--- config.mk ---
export PLATFORM = sky130hd
export DESIGN_NAME = wm8731_i2c_master
export DESIGN_NICKNAME = d
export VERILOG_FILES = /design/src/rtl/wm8731_i2c_master_pkg.sv /design/src/rtl/wm8731_i2c_master_tick_gen.sv /design/src/rtl/wm8731_i2c_master.sv
export SDC_FILE = /design/constraint.sdc
export NUM_CORES = 1
export LEC_CHECK = 0
export ABC_CLOCK_PERIOD_IN_PS = 1600
export BUFFER_PORTS_ARGS = -buffer_cell sky130_fd_sc_hd__clkbuf_2
export CAP_MARGIN = 20
export CORE_ASPECT_RATIO = 0.6
export CORE_MARGIN = 4
export CORE_UTILIZATION = 52
export CTS_BUF_LIST = sky130_fd_sc_hd__clkbuf_4 sky130_fd_sc_hd__clkbuf_8 sky130_fd_sc_hd__clkbuf_16
export CTS_CLUSTER_SIZE = 20
export DETAILED_ROUTE_END_ITERATION = 16
export GPL_ROUTABILITY_DRIVEN = 1
export PLACE_DENSITY = 0.77
export SKIP_LAST_GASP = 1
export SLEW_MARGIN = 10
export SYNTH_ARGS = -nofsm -noshare
export SYNTH_HDL_FRONTEND = slang
export SYNTH_SLANG_ARGS = --single-unit
--- constraint.sdc ---
create_clock -name Clk -period 1.6 [get_ports Clk]
set_input_delay 0.08 -clock Clk [delete_from_list [all_inputs] [get_ports Clk]]
set_output_delay 0.08 -clock Clk [all_outputs]
set_load 0.01 [all_outputs]
--- src/rtl/wm8731_i2c_master_pkg.sv ---
`default_nettype none
// ----------------------------------------------------------------------------
// wm8731_i2c_master_pkg : shared FSM encodings and packet layout for the
//                         WM8731 I2C control-write master.  Rev 1.0
// ----------------------------------------------------------------------------
package wm8731_i2c_master_pkg;

  typedef enum logic [2:0] {
    I2C_IDLE  = 3'd0,
    I2C_START = 3'd1,
    I2C_DATA  = 3'd2,
    I2C_ACK   = 3'd3,
    I2C_STOP  = 3'd4
  } i2c_state_t;

  localparam logic [7:0] WM8731_I2C_WR_ADDR = 8'h34;

  // Packet is [23:16] device byte, [15:8] addr/data MSB, [7:0] data LSB
  localparam int         PKT_W     = 24;
  localparam int         PKT_MSB   = PKT_W - 1;
  localparam logic [2:0] LAST_BIT  = 3'd7;
  localparam logic [1:0] LAST_BYTE = 2'd2;

endpackage
`default_nettype wire

--- src/rtl/wm8731_i2c_master_tick_gen.sv ---
`default_nettype none
// ----------------------------------------------------------------------------
// wm8731_i2c_master_tick_gen : CLK_DIV prescaler producing SCL quarter-phase
//                              ticks and the current quarter index.  Rev 1.0
// ----------------------------------------------------------------------------
module wm8731_i2c_master_tick_gen #(
  parameter int CLK_DIV = 125
) (
  input  logic       Clk,
  input  logic       Reset_n,
  input  logic       enable,
  input  logic       phase_clr,
  output logic       tick,
  output logic [1:0] quarter
);
  localparam int            CW       = (CLK_DIV > 1) ? $clog2(CLK_DIV) : 1;
  localparam logic [CW-1:0] CNT_LAST = CW'(CLK_DIV - 1);

  logic [CW-1:0] count;

  assign tick = enable && (count == CNT_LAST);

  // phase_clr lets short states (START, STOP) restart the quarter sequence
  always_ff @(posedge Clk or negedge Reset_n) begin
    if (!Reset_n) begin
      count   <= '0;
      quarter <= 2'd0;
    end else if (!enable) begin
      count   <= '0;
      quarter <= 2'd0;
    end else if (tick) begin
      count   <= '0;
      quarter <= phase_clr ? 2'd0 : quarter + 2'd1;
    end else begin
      count   <= count + CW'(1);
    end
  end

endmodule
`default_nettype wire

--- src/rtl/wm8731_i2c_master.sv ---
`default_nettype none
// ----------------------------------------------------------------------------
// wm8731_i2c_master : write-only I2C master sending one 24-bit WM8731 control
//                     packet as START, 3 x (8 bits + ACK), STOP.  Rev 1.0
// ----------------------------------------------------------------------------
module wm8731_i2c_master
  import wm8731_i2c_master_pkg::*;
#(
  parameter int CLK_DIV = 125
) (
  input  logic             Clk,
  input  logic             Reset_n,
  input  logic             i2c_start,
  input  logic [PKT_W-1:0] i2c_packet,
  output logic             i2c_busy,
  output logic             i2c_done,
  output logic             i2c_nack,
  output logic             scl_oe,
  output logic             sda_oe,
  input  logic             sda_in
);
  i2c_state_t       state;
  logic [PKT_W-1:0] shift;
  logic [2:0]       bit_cnt;
  logic [1:0]       byte_cnt;
  logic [1:0]       sda_sync;
  logic             ack_sample;
  logic             tick;
  logic             phase_clr;
  logic [1:0]       quarter;

  assign phase_clr = ((state == I2C_START) && (quarter == 2'd1)) ||
                     ((state == I2C_STOP)  && (quarter == 2'd2));

  wm8731_i2c_master_tick_gen #(.CLK_DIV(CLK_DIV)) u_tick_gen (
    .Clk       (Clk),
    .Reset_n   (Reset_n),
    .enable    (state != I2C_IDLE),
    .phase_clr (phase_clr),
    .tick      (tick),
    .quarter   (quarter)
  );

  always_ff @(posedge Clk or negedge Reset_n) begin
    if (!Reset_n) sda_sync <= 2'b11;
    else          sda_sync <= {sda_sync[0], sda_in};
  end

  always_ff @(posedge Clk or negedge Reset_n) begin
    if (!Reset_n) begin
      state      <= I2C_IDLE;
      shift      <= '0;
      bit_cnt    <= 3'd0;
      byte_cnt   <= 2'd0;
      scl_oe     <= 1'b0;
      sda_oe     <= 1'b0;
      i2c_busy   <= 1'b0;
      i2c_done   <= 1'b0;
      i2c_nack   <= 1'b0;
      ack_sample <= 1'b0;
    end else begin
      i2c_done   <= 1'b0;
      // High during the first clock of ACK q3, where the slave's answer is taken
      ack_sample <= tick && (state == I2C_ACK) && (quarter == 2'd2);
      if (ack_sample && sda_sync[1]) i2c_nack <= 1'b1;

      case (state)
        I2C_IDLE: begin
          if (i2c_start) begin
            state    <= I2C_START;
            shift    <= i2c_packet;
            bit_cnt  <= 3'd0;
            byte_cnt <= 2'd0;
            i2c_nack <= 1'b0;
            i2c_busy <= 1'b1;
            scl_oe   <= 1'b0;
            sda_oe   <= 1'b1;
          end
        end
        I2C_START: begin
          if (tick && (quarter == 2'd1)) begin
            state  <= I2C_DATA;
            scl_oe <= 1'b1;
            sda_oe <= ~shift[PKT_MSB];
          end
        end
        I2C_DATA: begin
          if (tick) begin
            case (quarter)
              2'd1: scl_oe <= 1'b0;
              2'd3: begin
                shift  <= shift << 1;
                scl_oe <= 1'b1;
                if (bit_cnt == LAST_BIT) begin
                  bit_cnt <= 3'd0;
                  state   <= I2C_ACK;
                  sda_oe  <= 1'b0;
                end else begin
                  bit_cnt <= bit_cnt + 3'd1;
                  sda_oe  <= ~shift[PKT_MSB-1];
                end
              end
              default: ;
            endcase
          end
        end
        I2C_ACK: begin
          if (tick) begin
            case (quarter)
              2'd1: scl_oe <= 1'b0;
              2'd3: begin
                scl_oe <= 1'b1;
                if (!i2c_nack) byte_cnt <= byte_cnt + 2'd1;
                if (i2c_nack || (byte_cnt == LAST_BYTE)) begin
                  state  <= I2C_STOP;
                  sda_oe <= 1'b1;
                end else begin
                  state  <= I2C_DATA;
                  sda_oe <= ~shift[PKT_MSB];
                end
              end
              default: ;
            endcase
          end
        end
        I2C_STOP: begin
          if (tick) begin
            case (quarter)
              2'd0: scl_oe <= 1'b0;
              2'd1: sda_oe <= 1'b0;
              2'd2: begin
                state    <= I2C_IDLE;
                i2c_done <= 1'b1;
                i2c_busy <= 1'b0;
              end
              default: ;
            endcase
          end
        end
        default: state <= I2C_IDLE;
      endcase
    end
  end

endmodule
`default_nettype wire

==> results.sh <==
export IMPL_status="finished with violations"
export IMPL_violations="negative setup slack"
export IMPL_r2r_start="u_tick_gen.quarter[0]"
export IMPL_die_width_um=98.9
export IMPL_leakagePower_nw=1.53
export IMPL_htree_levels=2
export IMPL_synth_top_family_by_area="compound AO/OA/AOI/OAI gates"
export IMPL_core_sq_mm=0.00468
export IMPL_clock_root_buffer="clkbuf_8"
export IMPL_clk_path_buf_depth=2
export IMPL_first_pass_iters=5
export IMPL_synthXorXnorAreaFrac_pct=1.70
export IMPL_fin_skew_ns=0.0166
export IMPL_wire_per_inst_um=17.4
export IMPL_maxSlewHeadroom_pct=64.4
export IMPL_pre_cts_ws_ns=-0.135
export IMPL_synthesis_area_sq_mm=0.00258
export IMPL_met3_usage_pct=5.69
export IMPL_power_density_mw_per_mm2=647
export IMPL_area_delta_synth_final_pct=36.2
export IMPL_grt_usage_pct=21.9
export IMPL_use_met1_pct=32.3
export IMPL_drive_gt1_share_pct=39.1
export IMPL_grt_pass1_vias=2210
export IMPL_cap_violations=0
export IMPL_dieArea_sq_mm=0.00618
export IMPL_start_util_pct=55.0
export IMPL_port_buffer_count=32
export IMPL_finalHoldViolCount=0
export IMPL_setup_slack_ns=-0.166
export IMPL_min_delay_path_depth=3
export IMPL_drv_slew=0
export IMPL_avgSynthCellArea_sq_um=10.2
export IMPL_yosys_register_bits=49
export IMPL_rsz0062_at_grt="true"
export IMPL_fin_crit_ns=1.77
export IMPL_die_h_um=62.5
export IMPL_vias_per_cell=5.85
export IMPL_crit_required_ns=1.78
export IMPL_synthAdderAreaFrac_pct=4.37
export IMPL_rrSetupSlack_ns=-0.17
export IMPL_syn_inst=253
export IMPL_cts_sinks=49
export IMPL_synth_seq_area_share_pct=47.7
export IMPL_muxShareOfSynthArea_pct=11.0
export IMPL_regArea_sq_mm=0.00123
export IMPL_worstPathArrival_ns=1.94
export IMPL_synthArstFlopShare_pct=100
export IMPL_reg2reg_depth=6
export IMPL_grt_pass1_wl_mm=10.8
export IMPL_grt_max_degree=34
export IMPL_yosysUniqueCellTypes=48
export IMPL_vias=2280
export IMPL_tightestPinTransition_ns=0.530
export IMPL_use_met2_pct=32.1
export IMPL_ios=33
export IMPL_gp_congestion=0.963
export IMPL_drt_first_iter_violations=182
export IMPL_multi_input_comb_area_sq_mm=0.00138
export IMPL_min_path_type="input port to flop"
export IMPL_drt_total_wl_mm=6.80
export IMPL_ir_drop_mv=0.497
export IMPL_power_total_w=0.00227
export IMPL_antenna_left=0
export IMPL_crit_path_end="bit_cnt[2]"
export IMPL_grt_overflow_total=0
export IMPL_path_clk_slew_ns=0.10
export IMPL_nFillCells=318
export IMPL_num_rows=19
export IMPL_antenna_found_initial=0
export IMPL_finalSetupViolCount=28
export IMPL_drc=0
export IMPL_endpoint_kind="flop"
export IMPL_synth_edf_count=0
export IMPL_busiest_layer="met1"
export IMPL_synthSimpleGateAreaFrac_pct=9.90
export IMPL_max_freq_ghz=0.566
export IMPL_fin_nets=363
export IMPL_cp_startpoint="u_tick_gen.quarter[0]"
export IMPL_critPathLaunchType="flop"
export IMPL_synth_compound_area_share_pct=20.6
export IMPL_synth_fp_nets=290
export IMPL_antenna_cells=0
export IMPL_dp_hpwl_mm=4.60
export IMPL_period_share_pct=110
export IMPL_worst_setup_path_type="flop to flop"
export IMPL_hold_slack_ns=0.0570
export IMPL_cts_tree="yes"
export IMPL_clk_latency_ns=0.31
export IMPL_r2r_end="bit_cnt[2]"
export IMPL_crit_path_max_fanout=3
export IMPL_ys_flop_type="dfrtp_1"
export IMPL_ys_warn_count=0
export IMPL_cts_made_buffers=5
-- critical path: stages, from the launching register on --
cell	delay, ns
dfrtp_1	0.43
ha_2	0.23
nand2_1	0.09
or3_4	0.39
buf_4	0.16
a22oi_2	0.20
o2bb2ai_1	0.12
-- layout by cell type, fill, tap and decap left out, types with 2 or more instances in the layout --
cell type	Yosys	routed
nor3_1	4	4
ha_4	0	2
nor2b_1	2	2
o21bai_1	2	2
o21ai_1	0	2
buf_12	0	6
dlygate4sd3_1	0	3
o31ai_2	1	2
buf_6	2	3
ha_1	9	4
nor2_1	16	14
a21oi_2	0	6
inv_2	0	3
a22oi_2	0	2
nand2b_1	2	2
mux2i_1	26	26
nand2_1	9	8
or3_4	1	2
clkbuf_8	0	5
nand3_1	4	2
buf_4	0	35
ha_2	0	3
xnor2_1	2	2
xor2_1	3	3
a32o_1	2	2
dfstp_2	2	2
inv_1	12	9
a21oi_1	54	48
o2bb2ai_1	3	3
clkbuf_2	0	32
dfrtp_1	47	46
nand3_2	0	2
o21ai_0	8	6
-- Yosys cell counts (2+ instances only) --
cell type	instances	share of area [%]
inv_1	12	1.7
mux2i_1	26	10
nand2b_1	2	0.49
buf_6	2	0.87
ha_1	9	4.4
xnor2_1	2	0.68
a32o_1	2	0.78
mux2_2	2	0.87
dfstp_2	2	2.0
nand3_1	4	0.78
xor2_1	3	1.0
nor3_1	4	0.78
nor2b_1	2	0.49
a21oi_1	54	10
buf_2	6	1.2
o2bb2ai_1	3	1.0
o21bai_1	2	0.58
nand2_1	9	1.3
a22oi_1	3	0.87
dfrtp_1	47	46
nor2_1	16	2.3
a21o_1	2	0.58
o21ai_0	8	1.6
clkbuf_1	7	1.0
-- layer usage --
| layer | wire length (um) | up-vias |
|---|---|---|
| met2 | 3070 | 86 |
| met5 | 0 | - |
| met4 | 70 | 0 |
| met3 | 405 | 9 |
| li1 | - | 1064 |
| met1 | 3250 | 1121 |
-- stage by stage --
step | util, % | area [sq um] | instances | TNS (ns)
floorplan | - | 2650 | 253 | -1.53
global placement | 68.3 | 3200 | 375 | -1.15
detailed placement | 68.3 | 3200 | 375 | -2.56
CTS | 73.6 | 3450 | 389 | -2.52
global route | 74.9 | 3510 | 390 | -6.09
finish | 74.9 | 3510 | 390 | -3.72
-- what timing repair did --
| action | 4_1_cts | 5_1_grt |
|---|---|---|
| pin swaps | 5 | 1 |
| endpoints found under the setup margin | 38 | 43 |
| endpoints found under the hold margin | 16 | 0 |
| gates resized for setup | 17 | 11 |
| hold buffers | 3 | 0 |
| buffers inserted | 2 | 0 |
| cloned | 1 | 1 |
-- power by group --
group          switching (W)  internal (W)  total [W]
clock network       0.000442      0.000468   0.000910
logic              0.0000611     0.0000520   0.000113
registers         0.00000293       0.00124    0.00125
total               0.000506       0.00176    0.00227
-- how the worst min path moves through the flow --
stage / from / to / slack [ns]
floorplan: Reset_n / ack_sample / -0.22
global placement: Reset_n / i2c_busy / 0.05
detailed placement: Reset_n / i2c_busy / 0.04
CTS: i2c_packet[9] / shift[9] / 0.06
global route: i2c_packet[9] / shift[9] / 0.06
finish: i2c_packet[9] / shift[9] / 0.06
-- registers in the layout (all words and copies together), names as in the netlist --
name / cells
shift: 24
u_tick_gen.count: 7
bit_cnt: 3
state: 3
byte_cnt: 2
sda_sync: 2
u_tick_gen.quarter: 2
ack_sample: 1
i2c_busy: 1
i2c_done: 1
i2c_nack: 1
scl_oe: 1
sda_oe: 1
-- area by class of cell --
| type | instances | share of cell area, % |
|---|---|---|
| multi-input combinational | 177 | 39.4 |
| sequential | 49 | 35.0 |
| timing repair buffer | 81 | 18.8 |
| tap | 63 | 2.25 |
| clock buffer | 5 | 1.96 |
| clock inverter | 3 | 1.32 |
| inverter | 12 | 1.28 |
-- logic make-up (layout without fill, tap and decap cells) --
| group | Yosys count | count (layout) |
|---|---|---|
| adder cells (fa/ha/maj) | 9 | 9 |
| AND/OR/NAND/NOR | 48 | 48 |
| buffers and inverters | 27 | 101 |
| AO/OA/AOI/OAI | 87 | 87 |
| flip-flops | 49 | 49 |
| multiplexers | 28 | 28 |
| XOR/XNOR | 5 | 5 |
(Power assumes the default switching activity.)
